## src/rtl/fabm_final_add_seq_if.sv

```systemverilog
`default_nettype none
// ============================================================================
// fabm_final_add_seq_if : operand/result handshake bundle for the sequential
// FABM final adder.   Rev 1.0
// ============================================================================
interface fabm_final_add_seq_if #(
  parameter int LSB = 17,
  parameter int MSB = 55
);
  localparam int PW = MSB - LSB + 1;
  localparam int W  = MSB - LSB + 2;

  logic          in_valid;
  logic          in_ready;
  logic [PW-1:0] prop;
  logic [PW-1:0] gen;
  logic          cin;
  logic          abort;
  logic          out_valid;
  logic          out_ready;
  logic [W-1:0]  product;
  logic          busy;

  modport master (
    output in_valid, prop, gen, cin, abort, out_ready,
    input  in_ready, out_valid, product, busy
  );

  modport slave (
    input  in_valid, prop, gen, cin, abort, out_ready,
    output in_ready, out_valid, product, busy
  );
endinterface
`default_nettype wire

```

## src/rtl/fabm_final_add_seq.sv

```systemverilog
`default_nettype none
// ============================================================================
// fabm_final_add_seq : time-shared SEG_W-column carry chain resolving the FABM
// final prop/gen columns one segment per cycle.   Rev 1.0
// ============================================================================
module fabm_final_add_seq #(
  parameter int LSB   = 17,
  parameter int MSB   = 55,
  parameter int SEG_W = 4
) (
  input  wire logic              clk,
  input  wire logic              rst_n,
  fabm_final_add_seq_if.slave    bus
);
  localparam int PW    = MSB - LSB + 1;
  localparam int W     = MSB - LSB + 2;
  localparam int NSEG  = (W + SEG_W - 1) / SEG_W;
  localparam int PADW  = NSEG * SEG_W;
  localparam int SEGCW = (NSEG > 1) ? $clog2(NSEG) : 1;

  typedef enum logic [1:0] {
    S_IDLE = 2'd0,
    S_RUN  = 2'd1,
    S_DONE = 2'd2
  } state_t;

  state_t            r_state;
  logic [PADW-1:0]   r_prop;
  logic [PADW-1:0]   r_gen;
  logic [PADW-1:0]   r_res;
  logic              r_carry;
  logic [SEGCW-1:0]  r_seg;
  logic              r_in_ready;
  logic              r_out_valid;
  logic              r_busy;

  logic [SEG_W-1:0]  w_sum;
  logic              w_c;

  // Operands shift right each cycle so the active segment always sits in the
  // low SEG_W bits; the result fills from the top and lands aligned after NSEG.
  always_comb begin
    w_sum = '0;
    w_c   = r_carry;
    for (int i = 0; i < SEG_W; i++) begin
      w_sum[i] = r_prop[i] ^ w_c;
      w_c      = r_prop[i] ? w_c : r_gen[i];
    end
  end

  always_ff @(posedge clk or negedge rst_n) begin
    if (!rst_n) begin
      r_state     <= S_IDLE;
      r_prop      <= '0;
      r_gen       <= '0;
      r_res       <= '0;
      r_carry     <= 1'b0;
      r_seg       <= '0;
      r_in_ready  <= 1'b1;
      r_out_valid <= 1'b0;
      r_busy      <= 1'b0;
    end else begin
      case (r_state)
        S_IDLE: begin
          if (bus.in_valid && !bus.abort) begin
            r_prop     <= PADW'(bus.prop);
            r_gen      <= PADW'(bus.gen);
            r_carry    <= bus.cin;
            r_seg      <= '0;
            r_res      <= '0;
            r_state    <= S_RUN;
            r_in_ready <= 1'b0;
            r_busy     <= 1'b1;
          end
        end
        S_RUN: begin
          if (bus.abort) begin
            r_state    <= S_IDLE;
            r_in_ready <= 1'b1;
            r_busy     <= 1'b0;
          end else begin
            r_prop  <= r_prop >> SEG_W;
            r_gen   <= r_gen >> SEG_W;
            r_res   <= PADW'({w_sum, r_res} >> SEG_W);
            r_carry <= w_c;
            if (r_seg == SEGCW'(NSEG - 1)) begin
              r_state     <= S_DONE;
              r_out_valid <= 1'b1;
            end else begin
              r_seg <= r_seg + SEGCW'(1);
            end
          end
        end
        S_DONE: begin
          if (bus.abort || bus.out_ready) begin
            r_state     <= S_IDLE;
            r_out_valid <= 1'b0;
            r_in_ready  <= 1'b1;
            r_busy      <= 1'b0;
          end
        end
        default: begin
          r_state     <= S_IDLE;
          r_out_valid <= 1'b0;
          r_in_ready  <= 1'b1;
          r_busy      <= 1'b0;
        end
      endcase
    end
  end

  assign bus.in_ready  = r_in_ready;
  assign bus.out_valid = r_out_valid;
  assign bus.busy      = r_busy;
  assign bus.product   = r_res[W-1:0];

endmodule
`default_nettype wire

```

## src/flat_wrapper.sv

```systemverilog
// flat-port wrapper written by rule: the top's interface ports become plain ports
module fabm_final_add_seq_flat 
#(
  parameter int LSB   = 17,
  parameter int MSB   = 55,
  parameter int SEG_W = 4
)
  (clk, rst_n, bus_in_valid, bus_prop, bus_gen, bus_cin, bus_abort, bus_out_ready, bus_in_ready, bus_out_valid, bus_product, bus_busy);
  fabm_final_add_seq_if #(.LSB(LSB), .MSB(MSB)) bus_i ();
  input  wire logic clk;
  input  wire logic rst_n;
  input wire logic [$bits(bus_i.in_valid)-1:0] bus_in_valid;
  input wire logic [$bits(bus_i.prop)-1:0] bus_prop;
  input wire logic [$bits(bus_i.gen)-1:0] bus_gen;
  input wire logic [$bits(bus_i.cin)-1:0] bus_cin;
  input wire logic [$bits(bus_i.abort)-1:0] bus_abort;
  input wire logic [$bits(bus_i.out_ready)-1:0] bus_out_ready;
  output wire logic [$bits(bus_i.in_ready)-1:0] bus_in_ready;
  output wire logic [$bits(bus_i.out_valid)-1:0] bus_out_valid;
  output wire logic [$bits(bus_i.product)-1:0] bus_product;
  output wire logic [$bits(bus_i.busy)-1:0] bus_busy;
  assign bus_i.in_valid = bus_in_valid;
  assign bus_i.prop = bus_prop;
  assign bus_i.gen = bus_gen;
  assign bus_i.cin = bus_cin;
  assign bus_i.abort = bus_abort;
  assign bus_i.out_ready = bus_out_ready;
  assign bus_in_ready = bus_i.in_ready;
  assign bus_out_valid = bus_i.out_valid;
  assign bus_product = bus_i.product;
  assign bus_busy = bus_i.busy;
  fabm_final_add_seq #(.LSB(LSB), .MSB(MSB), .SEG_W(SEG_W)) u_core (.clk(clk), .rst_n(rst_n), .bus(bus_i));
endmodule
```

## config.mk

```make
export PLATFORM = sky130hd
export DESIGN_NAME = fabm_final_add_seq_flat
export DESIGN_NICKNAME = d
export VERILOG_FILES = /design/src/rtl/fabm_final_add_seq_if.sv /design/src/rtl/fabm_final_add_seq.sv /design/src/flat_wrapper.sv
export SDC_FILE = /design/constraint.sdc
export NUM_CORES = 1
export LEC_CHECK = 0
export ABC_AREA = 1
export CAP_MARGIN = 20
export CORE_MARGIN = 4
export CORE_UTILIZATION = 49
export DETAILED_ROUTE_END_ITERATION = 10
export GPL_ROUTABILITY_DRIVEN = 0
export PLACE_DENSITY = 0.79
export SETUP_SLACK_MARGIN = 0.4
export SYNTH_ARGS = -nofsm -noshare
export SYNTH_HDL_FRONTEND = slang
export SYNTH_SLANG_ARGS = --single-unit
```

## constraint.sdc

```tcl
create_clock -name clk -period 1.5 [get_ports clk]
set_input_delay 0.3 -clock clk [delete_from_list [all_inputs] [get_ports clk]]
set_output_delay 0.3 -clock clk [all_outputs]
set_load 0.01 [all_outputs]
```

**Yosys cells after proc, flatten, opt, wreduce, memory -nomap -nowiden**

Index checks and enable logic that the tools add are counted.

- Bits in registers: 130
- Input port bits: 84
- Word-level logic and storage cells: 71
- Output and inout port bits: 43

- Equal/unequal tests: 10
- Reduce and logical (&&, ||, !) cells: 10
- Muxes and demuxes: 36
- Add/sub/neg operators: 1
- Bitwise gates (word level): 5

Operators by type and width:

| kind | number |
|---|---|
| 2-to-1 mux 40 bit | 6 |
| case mux 40 bit (2 select lines) | 3 |
| 2-to-1 mux 1 bit | 14 |
| 2-to-1 mux 4 bit | 3 |
| case mux 1 bit (3 select lines) | 3 |
| AND reduction 3 bit | 3 |
| 2-to-1 mux 2 bit | 4 |
| case mux 4 bit (2 select lines) | 1 |
| AND reduction 4 bit | 2 |
| != test 2 x 1 -> 1 bit, second input constant | 3 |
| != test 2 bit, second input constant | 3 |
| case mux 2 bit (3 select lines) | 1 |
| adder 4 x 1 -> 4 bit, second input constant | 1 |
| equality test 4 bit, second input constant | 1 |
| bitwise XOR 1 bit | 4 |
| != test 3 x 2 -> 1 bit, second input constant | 1 |
| equality test 2 x 1 -> 1 bit, second input constant | 1 |
| equality test 2 bit, second input constant | 1 |
| zero test 2 bit | 1 |
| case mux 1 bit (2 select lines) | 1 |
| nonzero test 2 bit | 1 |
| logical AND 1 bit | 1 |
| zero test 1 bit | 1 |
| logical OR 1 bit | 1 |
| NOT 1 bit | 1 |

**Longest topological paths before layout**

- Depth in word-level cells: 6
- Mapped depth: 11
- Mapped depth without buffers: 11

**Worst setup path before layout**

Ideal clock, no wire load.

- Kind: reg-to-reg
- Start: reg u_core.r_state[1]
- End: reg u_core.r_seg[2]
- Arrival: 1204 ps
- Library setup time: 123 ps
- Slack: 173 ps
- Buffers on the path: 0
- Clock period less this slack: 1327 ps
- Cell stages (with the launch flop): 9
- Cell sequence: dfrtp_1 > inv_2 > nand2_2 > nor2_8 > nand2_1 > nand2_1 > nand2_1 > o21ai_0 > a21oi_1

- Word-level cells in the longest chain between the ends: 3

RTL lines:

| item | line | source |
|---|---|---|
| start: declaration | fabm_final_add_seq.sv:27 | `state_t r_state;` |
| start signal: assignment | fabm_final_add_seq.sv:53 | `r_state <= S_IDLE;` |
| start signal: assignment | fabm_final_add_seq.sv:71 | `r_state <= S_RUN;` |
| start signal: assignment | fabm_final_add_seq.sv:78 | `r_state <= S_IDLE;` |
| equality test 2 x 1 -> 1 bit / zero test 2 bit (equally long branches) | fabm_final_add_seq.sv:63 | `case (r_state)` |
| != test 2 bit (no line) (tied with other cells) | n/a |  |
| AND reduction 4 bit (no line) | n/a |  |
| end signal: assignment | fabm_final_add_seq.sv:90 | `r_seg <= r_seg + SEGCW'(1);` |
| end: declaration | fabm_final_add_seq.sv:32 | `logic [SEGCW-1:0] r_seg;` |

Several ways; a longest one is shown, not always the timed one.
A chain may end at the register's enable or synchronous reset.

**Final worst setup path**

- Start: reg u_core.r_prop[0]
- End: reg u_core.r_carry

- Word-level cells in the longest chain between the ends: 6

RTL lines:

| item | line | source |
|---|---|---|
| start: declaration | fabm_final_add_seq.sv:28 | `logic [PADW-1:0] r_prop;` |
| start signal: assignment | fabm_final_add_seq.sv:66 | `r_prop <= PADW'(bus.prop);` |
| start signal: assignment | fabm_final_add_seq.sv:82 | `r_prop <= r_prop >> SEG_W;` |
| 2-to-1 mux 1 bit (4 in a row) | fabm_final_add_seq.sv:47 | `w_c = r_prop[i] ? w_c : r_gen[i];` |
| 2-to-1 mux 1 bit | fabm_final_add_seq.sv:77 | `if (bus.abort) begin` |
| case mux 1 bit (2 select lines) | fabm_final_add_seq.sv:63 |  |
| end signal: assignment | fabm_final_add_seq.sv:68 | `r_carry <= bus.cin;` |
| end signal: assignment | fabm_final_add_seq.sv:85 | `r_carry <= w_c;` |
| end: declaration | fabm_final_add_seq.sv:31 | `logic r_carry;` |

No other way between the ends. The select of a mux whose other input is x is not followed.

==> impl_results.md <==
* Register bit total from synthesis at 128
* Placed Area at ~6800 sq um
* # placed instances at slightly below 800
* Worst-Skew Late Latency at 0.54 ns
* Worst-case register-to-register setup slack at -0.16 ns
* Min-delay worst type: input port to asynchronous set/reset pin
* Sequential element share of the synthesized area at 61.14%
* Crit path buf inv count at 1
* Core Area at between 10,000 and 15,000 sq um
* Layout Nets at 840
* Clock Sinks at 128
* Initial DRT Pass Iterations at 5
* Finish-stage setup viols at 18
* Status: complete, but fails checks
* Tot GR Track Use at 30.35%
* H-tree depth at 4
* Antenna Cells at 0
* Crit-path most repeated cell: nand2_1
* RR Startpoint: u_core.r_prop[0]
* Final Cell Area at 9224 sq um
* Initial antenna violation count at 0
* Synth warn at 0
* Max Slew Vio Count at 0
* Crit path depth at 11
* Grt peak-use layer: met2
* Port bufs at 126
* Worst r2r dst: u_core.r_carry
* Pwr Total at 0.01505 W
* Clock Skew at 0.007059 ns
* Post-layout minimum cycle time at 1.658 ns
* Commonest non-fill, non-tap cells in the layout: dfrtp_1 (126), clkdlybuf4s50_1 (82), nor2_1 (69)
* Via-to-Cell Ratio at 6.221
* Arrival time at the worst endpoint at 2.08 ns
* GR Util met3 at 7.337%
* CP required at 1.92 ns
* Clock buffer depth at 2
* Worst path max stage delay at slightly above 0.4 ns
* FF-to-FF path depth at 11
* Worst-path cell chain: inv_1 -> nand2_1 -> nand2_1 -> nand2_1 -> nand2_1 -> nand2_1 -> nand2_1 -> nand2_1 -> nand2_1 -> nand2_2 -> nand2_1
* Routed WL at 22.67 mm
* Avg WL per Cell at 25.14 um
* First DRT Iteration DRCs at between 500 and 600
* Detail Placement HPWL at just under 9 mm
* Root buf cell: clkbuf_8
* Maxcap violations at 0
* Max IR drop VDD at 894.9 uV
* CP Capture Type: flop
* TritonCTS clock tree: yes
* Drt drc at 0
* Via count at 5,611
* Post-synthesis cell count at 531
* Syn Nets at 617
* Crit path max-delay cell type: dfrtp_1
* Pre-CTS setup slack at -0.2939 ns
* Area grow syn2layout at 75.98%
* Crit path max fanout at 3
* First-pass GRT wire length at 29.50 mm
* GR Util met1 at between 30% and 40%
* Global route overflow at 0
* Power per cell area at approximately 1600 nW/um^2
* Post-route setup slack at -0.1580 ns
* Initial Util at 50.54%
* Die Wd at 111.4 um
* Die area at 12,420 sq um
* RSZ-0062 raised after global routing: true
* Final hold vios at 0
* Failing checks: negative setup slack
* Share of post-route cells with drive strength above 1 at 43.99%
* # IOs at 127
* Leak Pwr at about 4 nW
* Library cells used by synthesis at 27
* M2 GR Usage at a little over half
* Max_slew headroom at about 74%
* Largest net degree at the start of global routing at 73
* Worst-margin pin slew at around 0.40 ns
* Final period utilization at 110.5%
* CTS Buf Count at 17
* Final Non-Filler Cells at 902
* Num rows at 37
* Most common cell after layout, fill and taps aside: dfrtp_1
* Startpoint Class: flop
* Clock slew at reported path FFs at 0.06 ns
* Syn avg cell area at approximately 9.9 sq um
* Number of global-route vias before repair at approximately 5,500
* Delay-heaviest family, CP: simple AND/OR/NAND/NOR gates
* Fmax at 0.6032 GHz
* Crit Path Category: flop to flop
* Crit path from: u_core.r_prop[0]
* Post-route ant nets at 0
* End of the critical path: u_core.r_carry
* Netlist area before placement at 5241 sq um
* Die H at around 110 um
==> how the worst min path moves through the flow <==
stage          startpoint                endpoint  slack (ns)  cells past startpoint
6_report            rst_n  u_core.bus.product[33]        0.32                      3
4_1_cts             rst_n  u_core.bus.product[33]        0.35                      3
5_1_grt             rst_n  u_core.bus.product[33]        0.35                      3
3_5_place_dp        rst_n  u_core.bus.product[33]        0.33                      2
2_1_floorplan       rst_n         u_core.bus.busy       0.004                      0
3_3_place_gp        rst_n  u_core.bus.product[33]        0.34                      2
==> power breakdown <==
group	total, W	internal [W]	switching [W]
Sequential	0.00572	0.00453	0.00119
Clock	0.00388	0.00226	0.00162
Combinational	0.00545	0.00272	0.00273
==> logic make-up (layout without fill, tap and decap cells) <==
logic type,after synthesis,count (layout),synth area share [%]
buffers and inverters,73,308,7.162
and+or+nand+nor,193,193,14.90
adders and majority gates,2,2,0.4774
AOI/OAI and AO/OA,135,135,16.33
DFF,128,128,61.14
==> flip-flops by register name, indices dropped and copies added (netlist names) <==
name,flops
u_core.bus.busy,1
u_core.bus.in_ready,1
u_core.bus.out_valid,1
u_core.bus.product,40
u_core.r_carry,1
u_core.r_gen,39
u_core.r_prop,39
u_core.r_seg,4
u_core.r_state,2
==> cells in the mapped netlist, drive strengths merged <==
cell    instances  share of area [%]
a31oi           1               0.12
o22ai          97                 12
nand4           2               0.24
a21oi          10               0.95
nand3           9               0.86
ha              2               0.48
nor2          143                 11
o31ai           2               0.29
buf            21                3.3
a22o            8                1.3
dfrtp         127                 61
o21a            1               0.14
nand2          39                2.9
a32o            1               0.19
dfstp           1               0.50
inv            43                3.2
clkbuf          9               0.64
o21ai          15                1.7
==> metal layers <==
metal,vias to the layer above,share of wire (%)
met5,-,0
met4,0,6.4
met3,134,8.4
met2,426,50
met1,2781,35
li1,2270,-
==> stage by stage <==
stage	utilization [%]	setup TNS, ns	hold WS [ns]
detailed placement	65.20	-28.96	0.3292
finish	88.95	-0.5823	0.3249
floorplan	-	0	0.004409
CTS	80.86	0	0.3517
global placement	65.20	-25.92	0.3380
global route	88.95	-2.573	0.3536
==> worst min-delay path, stage by stage <==
cell	delay [ns]
dlygate4sd3_1	0.53
buf_4	0.14
buf_12	0.28
==> final cells by class <==
class                           instances  area [sq um]
Inverter                               43         177.7
Sequential cell                       128          3206
Multi-Input combinational cell        330          2567
Timing Repair Buffer                  234          2566
Clock inverter                         11         91.34
Fill cell                             397          1146
Clock buffer                           20         445.4
Tap cell                              136         170.2
==> what timing repair did <==
| item | CTS | global route |
|---|---|---|
| buffers inserted | 43 | 21 |
| pin swaps | 15 | 28 |
| cloned | 19 | 2 |
| hold buffers | 1 | 0 |
| endpoints found under the hold margin | 127 | 0 |
| resized for setup | 297 | 135 |
| setup endpoints to repair | 171 | 171 |
Note: power is estimated with default switching activity, not from simulation.
